File: src/rtl/multiband_eq_tdm.sv
// Stereo N-band parallel-biquad equaliser sharing one multiplier across all bands and gains.
// Optional macro EQ_BYPASS_EN adds a bypass input that passes the latched sample through unmodified.
module multiband_eq_tdm #(
  parameter int NUM_BANDS = 3,
  parameter int DATA_W    = 16,
  parameter int COEF_W    = 16,
  parameter int COEF_FRAC = 14,
  parameter int GUARD_W   = 4
) (
  input  logic                           clk,
  input  logic                           reset,
  input  logic                           l_r_clk,
  input  logic signed [DATA_W-1:0]       audio_in,
  input  logic                           coef_wr_en,
  input  logic [$clog2(NUM_BANDS)+2:0]   coef_addr,
  input  logic signed [COEF_W-1:0]       coef_wdata,
  input  logic                           coef_commit,
`ifdef EQ_BYPASS_EN
  input  logic                           bypass,
`endif
  output logic signed [DATA_W-1:0]       audio_out,
  output logic                           out_ch,
  output logic                           out_valid,
  output logic                           busy,
  output logic                           overrun
);

  localparam int ACC_W  = DATA_W + COEF_W + GUARD_W;
  localparam int PROD_W = DATA_W + COEF_W;
  localparam int BAND_W = (NUM_BANDS > 1) ? $clog2(NUM_BANDS) : 1;
  localparam logic [BAND_W-1:0] LAST_BAND = BAND_W'(NUM_BANDS - 1);
  localparam logic signed [COEF_W-1:0] COEF_ONE = COEF_W'(1 << COEF_FRAC);
  localparam logic signed [ACC_W-1:0] SAT_MAX = {{(ACC_W-DATA_W+1){1'b0}}, {(DATA_W-1){1'b1}}};
  localparam logic signed [ACC_W-1:0] SAT_MIN = {{(ACC_W-DATA_W+1){1'b1}}, {(DATA_W-1){1'b0}}};

  typedef enum logic [1:0] {S_IDLE, S_MAC, S_OUT} state_t;

  function automatic logic signed [DATA_W-1:0] sat_shift(input logic signed [ACC_W-1:0] v);
    logic signed [ACC_W-1:0] s;
    s = v >>> COEF_FRAC;
    if (s > SAT_MAX)      return {1'b0, {(DATA_W-1){1'b1}}};
    else if (s < SAT_MIN) return {1'b1, {(DATA_W-1){1'b0}}};
    else                  return s[DATA_W-1:0];
  endfunction

  // Coefficient banks, index 0..4 = b0,b1,b2,a1,a2 and 5 = gain
  logic signed [COEF_W-1:0] r_sh  [NUM_BANDS][6];
  logic signed [COEF_W-1:0] r_act [NUM_BANDS][6];
  logic                     r_pending;

  logic signed [DATA_W-1:0] r_x1 [2][NUM_BANDS];
  logic signed [DATA_W-1:0] r_x2 [2][NUM_BANDS];
  logic signed [DATA_W-1:0] r_y1 [2][NUM_BANDS];
  logic signed [DATA_W-1:0] r_y2 [2][NUM_BANDS];

  state_t                   r_state;
  logic [BAND_W-1:0]        r_band;
  logic [2:0]               r_tap;
  logic signed [ACC_W-1:0]  r_acc;
  logic signed [ACC_W-1:0]  r_sum;
  logic signed [DATA_W-1:0] r_x;
  logic                     r_ch;
  logic                     r_bypass;
  logic                     r_lrclk_q;
  logic signed [DATA_W-1:0] r_audio_out;
  logic                     r_out_ch;
  logic                     r_out_valid;
  logic                     r_overrun;

  logic                     w_edge;
  logic                     w_do_copy;
  logic                     w_bypass_in;
  logic [BAND_W-1:0]        w_wr_band;
  logic [2:0]               w_wr_idx;
  logic                     w_wr_ok;
  logic signed [COEF_W-1:0] w_mul_a;
  logic signed [DATA_W-1:0] w_mul_b;
  logic signed [PROD_W-1:0] w_prod;
  logic signed [ACC_W-1:0]  w_prod_ext;
  logic signed [ACC_W-1:0]  w_sum_next;
  logic signed [DATA_W-1:0] w_band_res;

`ifdef EQ_BYPASS_EN
  assign w_bypass_in = bypass;
`else
  assign w_bypass_in = 1'b0;
`endif

  assign w_edge    = l_r_clk != r_lrclk_q;
  assign w_do_copy = (r_state == S_IDLE) && w_edge && (r_pending || coef_commit);
  assign w_wr_band = BAND_W'(coef_addr >> 3);
  assign w_wr_idx  = coef_addr[2:0];
  assign w_wr_ok   = coef_wr_en && (w_wr_idx <= 3'd5) && (int'(coef_addr >> 3) < NUM_BANDS);

  assign w_band_res = sat_shift(r_acc);
  assign w_mul_a    = r_act[r_band][r_tap];

  // NOTE: every signal assigned in always_comb gets a default first, so no path can infer a latch.
  always_comb begin
    w_mul_b = '0;
    case (r_tap)
      3'd0:    w_mul_b = r_x;
      3'd1:    w_mul_b = r_x1[r_ch][r_band];
      3'd2:    w_mul_b = r_x2[r_ch][r_band];
      3'd3:    w_mul_b = r_y1[r_ch][r_band];
      3'd4:    w_mul_b = r_y2[r_ch][r_band];
      3'd5:    w_mul_b = w_band_res;
      default: w_mul_b = '0;
    endcase
  end

  assign w_prod     = PROD_W'(w_mul_a) * PROD_W'(w_mul_b);
  assign w_prod_ext = ACC_W'(w_prod);
  assign w_sum_next = r_sum + w_prod_ext;

  // NOTE: the coefficient banks are small register arrays with a defined passthrough reset, not RAM.
  always_ff @(posedge clk) begin
    if (!reset) begin
      r_pending <= 1'b0;
      for (int b = 0; b < NUM_BANDS; b++) begin
        for (int i = 0; i < 6; i++) begin
          r_sh[b][i]  <= ((b == 0) && (i == 0 || i == 5)) ? COEF_ONE : '0;
          r_act[b][i] <= ((b == 0) && (i == 0 || i == 5)) ? COEF_ONE : '0;
        end
      end
    end else begin
      if (w_do_copy) begin
        r_act     <= r_sh;
        r_pending <= 1'b0;
      end else if (coef_commit) begin
        r_pending <= 1'b1;
      end
      if (w_wr_ok) r_sh[w_wr_band][w_wr_idx] <= coef_wdata;
    end
  end

  // NOTE: sequential state uses non-blocking assignments so every register samples pre-edge values.
  always_ff @(posedge clk) begin
    if (!reset) begin
      r_state     <= S_IDLE;
      r_band      <= '0;
      r_tap       <= '0;
      r_acc       <= '0;
      r_sum       <= '0;
      r_x         <= '0;
      r_ch        <= 1'b0;
      r_bypass    <= 1'b0;
      r_lrclk_q   <= l_r_clk;
      r_audio_out <= '0;
      r_out_ch    <= 1'b0;
      r_out_valid <= 1'b0;
      r_overrun   <= 1'b0;
      for (int c = 0; c < 2; c++) begin
        for (int b = 0; b < NUM_BANDS; b++) begin
          r_x1[c][b] <= '0;
          r_x2[c][b] <= '0;
          r_y1[c][b] <= '0;
          r_y2[c][b] <= '0;
        end
      end
    end else begin
      r_lrclk_q   <= l_r_clk;
      r_out_valid <= 1'b0;
      if (w_edge && (r_state != S_IDLE)) r_overrun <= 1'b1;
      case (r_state)
        S_IDLE: begin
          if (w_edge) begin
            r_x      <= audio_in;
            r_ch     <= l_r_clk;
            r_bypass <= w_bypass_in;
            r_band   <= '0;
            r_tap    <= '0;
            r_sum    <= '0;
            r_state  <= S_MAC;
          end
        end
        S_MAC: begin
          if (r_tap == 3'd5) begin
            r_sum                <= w_sum_next;
            r_x2[r_ch][r_band]   <= r_x1[r_ch][r_band];
            r_x1[r_ch][r_band]   <= r_x;
            r_y2[r_ch][r_band]   <= r_y1[r_ch][r_band];
            r_y1[r_ch][r_band]   <= w_band_res;
            r_tap                <= '0;
            if (r_band == LAST_BAND) begin
              r_state     <= S_OUT;
              r_out_valid <= 1'b1;
              r_out_ch    <= r_ch;
              r_audio_out <= r_bypass ? r_x : sat_shift(w_sum_next);
            end else begin
              r_band <= r_band + 1'b1;
            end
          end else begin
            r_acc <= (r_tap == 3'd0) ? w_prod_ext : r_acc + w_prod_ext;
            r_tap <= r_tap + 3'd1;
          end
        end
        S_OUT:   r_state <= S_IDLE;
        default: r_state <= S_IDLE;
      endcase
    end
  end

  assign audio_out = r_audio_out;
  assign out_ch    = r_out_ch;
  assign out_valid = r_out_valid;
  assign busy      = r_state != S_IDLE;
  assign overrun   = r_overrun;

endmodule

File: config.mk
export PLATFORM = sky130hd
export DESIGN_NAME = multiband_eq_tdm
export DESIGN_NICKNAME = d
export VERILOG_FILES = /design/src/rtl/multiband_eq_tdm.sv
export SDC_FILE = /design/constraint.sdc
export NUM_CORES = 2
export LEC_CHECK = 0
export BUFFER_PORTS_ARGS = -buffer_cell sky130_fd_sc_hd__clkbuf_2
export CAP_MARGIN = 10
export CORE_ASPECT_RATIO = 1.25
export CORE_MARGIN = 10
export CORE_UTILIZATION = 64
export DETAILED_ROUTE_END_ITERATION = 8
export PLACE_DENSITY = 0.8
export REMOVE_ABC_BUFFERS = 1
export SYNTH_ARGS = -nofsm -noshare
export SYNTH_HDL_FRONTEND = slang
export SYNTH_SLANG_ARGS = --single-unit
File: constraint.sdc
create_clock -name clk -period 15.5 [get_ports clk]
set_input_delay 1.55 -clock clk [delete_from_list [all_inputs] [get_ports clk]]
set_output_delay 1.55 -clock clk [all_outputs]
set_load 0.02 [all_outputs]
==> run summary <==
gp weighted congestion: 0.973
drt pass-1 iters: 7
IO buf count: 61
post-synth design cell area: 0.0572 mm2
kind of start point of the critical path: flop
Buf/Inv on CP: 8
dpl cell area: 0.0581 mm2
crit path kind: reg2reg
Worst R2R Path Depth: 41
fin util: 69.5%
WP data required: 16.04 ns
post-CTS setup buffers: 0
status: completed
Syn-to-layout area delta: 7.65%
DP Wirelength: 99.5 mm
H-tree Lvls: 3
Setup crit end kind: flop
Max Cap Viol: 0
largest net degree at the start of global routing: 206
M2 GR Usage: 50.4%
initial antenna violation count: 2
DRC: 0
CTS tree: built
die width: 287 um
fill cell total of the finished layout: 6735
Setup Skew: 0.0575 ns
CP Max Fanout: 138
row count: 122
Slew HR: 12.5%
Hold Vio Cnt, Final: 0
antenna viol nets, final: 0
Avg Inst Size Synth: 9.21 um2
clock sink count: 1078
Leak: 24.1 nW
Yosys cell types: 93
final WL: 158 mm
PD cells: 113 mW/mm2
sequential area share after synthesis: 44.5%
crit path DAT: 13.20 ns
RSZ-0062 raised after global routing: no
minimum clock period: 12.66 ns
EDFF count, synth: 384
crit-path max cell delay: 0.71 ns
WL per Instance: 21.6 um
synth warn: 0
Final period util: 81.7%
setup_tns: 0 ns
Final Max Tran Viols: 0
total CTS buffers: 102
post-layout net count: 6505
n_diodes: 0
layout cells sized above 1: 7.66%
DR vias/cell: 6.18
grt met1 use: 37.6%
Clock Root Buffer: clkbuf_16
Tightest Pin Transition: 1.31 ns
overflow left after global routing: 0
overall die height: 354 um
Peak VDD IR: 0.113 mV
Async S/R FF share, synth: 0%
post_cts resized: 0
CP top delay family: compound AO/OA/AOI/OAI gates
total power: 6.98 mW
num ports: 62
fmax: 79.0 MHz
Core Area: 0.0885 mm2
hold crit path type: reg2reg
CP max-delay cell: buf_12
Setup Viol. Count Final: 0
clock buffer depth: 3
CTS Hold Buffers Added: 0
clk_lat worst skew: 0.70 ns
post-route cell area: 0.0615 mm2
flops & latches, synth: 1078
grt peak-use layer: met2
clock slew at reported path FFs: 0.06 ns
met3 Use GR: 4.61%
gr usage total: 30.4%
DRT iter0 DRCs: 4857
Die Area: 0.102 mm2
routed vias: 45100
Worst path depth: 41
Worst Hold Path Cells: 2
post-synthesis instance total: 6207
initial core utilization: 64.6%
first-pass GRT wire length: 246 mm
ys flop type: dfxtp_1
vias in the first global route: 44400
==> layout make-up <==
| type | instances | area, um2 | share of cell area (%) |
|---|---|---|---|
| clock buffer | 146 | 2910 | 4.73 |
| inverter | 391 | 1480 | 2.40 |
| timing repair buffer | 132 | 888 | 1.44 |
| clock inverter | 37 | 505 | 0.822 |
| tap | 1178 | 1470 | 2.40 |
| sequential | 1078 | 25400 | 41.3 |
| multi-input combinational | 4337 | 28800 | 46.9 |
==> worst reg2reg max path, delay by kind of cell, from the launching register on <==
family / cells / cell delay (ns)
AO/OA/AOI/OAI: 17 / 4.25
adder cells (fa/ha/maj): 8 / 3.70
buffers and inverters: 8 / 1.76
AND/OR/NAND/NOR: 6 / 1.76
XOR/XNOR: 2 / 0.65
flip-flops: 1 / 0.36
==> power breakdown <==
part | switching (mW) | internal, mW
Combinational | 0.927 | 0.448
Sequential | 0.0523 | 2.98
Clock | 1.10 | 1.47
==> synth_stat cells (23+ instances only) <==
| cell type | n | area (um2) |
|---|---|---|
| mux2i_1 | 182 | 1820 |
| o21ai_1 | 44 | 220 |
| o22ai_1 | 26 | 163 |
| fa_1 | 265 | 5310 |
| nand2_1 | 1355 | 5090 |
| mux4_2 | 80 | 1800 |
| buf_1 | 32 | 120 |
| inv_1 | 388 | 1460 |
| a221oi_1 | 42 | 368 |
| nor3_1 | 26 | 130 |
| clkbuf_1 | 341 | 1280 |
| mux2_2 | 31 | 349 |
| nand3_1 | 36 | 180 |
| and2_1 | 77 | 482 |
| o21a_1 | 33 | 248 |
| buf_2 | 23 | 115 |
| nor2_1 | 626 | 2350 |
| xnor2_1 | 60 | 526 |
| a21o_1 | 36 | 270 |
| ha_1 | 156 | 1950 |
| dfxtp_1 | 694 | 13900 |
| o21ai_0 | 110 | 551 |
| edfxtp_1 | 384 | 11500 |
| nor2b_1 | 28 | 175 |
| a211oi_1 | 36 | 270 |
| xor2_1 | 26 | 228 |
| and3_1 | 56 | 350 |
| a21oi_1 | 748 | 3740 |
==> kinds of logic after synthesis <==
| kind of cell | synth area share [%] |
|---|---|
| adder cells (fa/ha/maj) | 12.7 |
| AND/OR/NAND/NOR | 16.5 |
| buffers and inverters | 5.30 |
| AO/OA/AOI/OAI | 12.7 |
| multiplexers | 6.95 |
| flip-flops | 44.5 |
| XOR/XNOR | 1.41 |
==> layout by cell type, fill, tap and decap left out, types with 31 or more instances in the layout <==
cell / synthesis / routed
edfxtp_1: 384 / 384
ha_1: 156 / 156
mux2_2: 31 / 31
a21o_1: 36 / 36
a21oi_1: 748 / 747
buf_4: 3 / 67
xnor2_1: 60 / 60
a211oi_1: 36 / 36
nor2_1: 626 / 617
inv_1: 388 / 387
and3_1: 56 / 56
nand3_1: 36 / 36
clkbuf_2: 0 / 61
mux4_2: 80 / 80
o21ai_0: 110 / 105
mux2i_1: 182 / 182
clkbuf_16: 0 / 103
fa_1: 265 / 265
a221oi_1: 42 / 42
dfxtp_1: 694 / 688
o21a_1: 33 / 33
and2_1: 77 / 77
o21ai_1: 44 / 46
nand2_1: 1355 / 1349
==> registers in the layout, summed over array words and instances, names as in the netlist, 3 cells and up, named ones only <==
register and flops:
r_y2 96, r_tap 3, r_y1 96, r_sh 288, r_x1 96, r_acc 36, r_x 16, r_x2 96
r_sum 36, r_act 288, audio_out 16
==> stage by stage <==
step / setup WS [ns] / std cells / hold WS, ns
after floorplan: 0.310 / 5806 / 0.432
after global placement: 3.41 / 7115 / 0.435
after detailed placement: 3.05 / 7115 / 0.442
after CTS: 2.97 / 7298 / 0.440
after global routing: 1.87 / 7299 / 0.460
final: 2.84 / 7299 / 0.437
==> layer usage <==
layer | wire, um | share of wire [%] | vias to the layer above
li1 | - | - | 20500
met1 | 57900 | 37 | 21700
met2 | 75600 | 48 | 2348
met3 | 14400 | 9.1 | 561
met4 | 9880 | 6.3 | 4
met5 | 30 | 0.019 | -
==> final timing paths <==
kind	from	end	slack, ns
setup / recovery	r_band[0]$_SDFFE_PN0P_	audio_out[12]$_SDFFE_PN0P_	2.84
hold / removal	r_sh[102]$_SDFFE_PN0P_	r_act[102]$_SDFFE_PN0P_	0.44
setup reg to reg	r_band[0]$_SDFFE_PN0P_	audio_out[12]$_SDFFE_PN0P_	2.84
hold reg to reg	r_sh[102]$_SDFFE_PN0P_	r_act[102]$_SDFFE_PN0P_	0.44
Power figures use the tool's default switching activity.
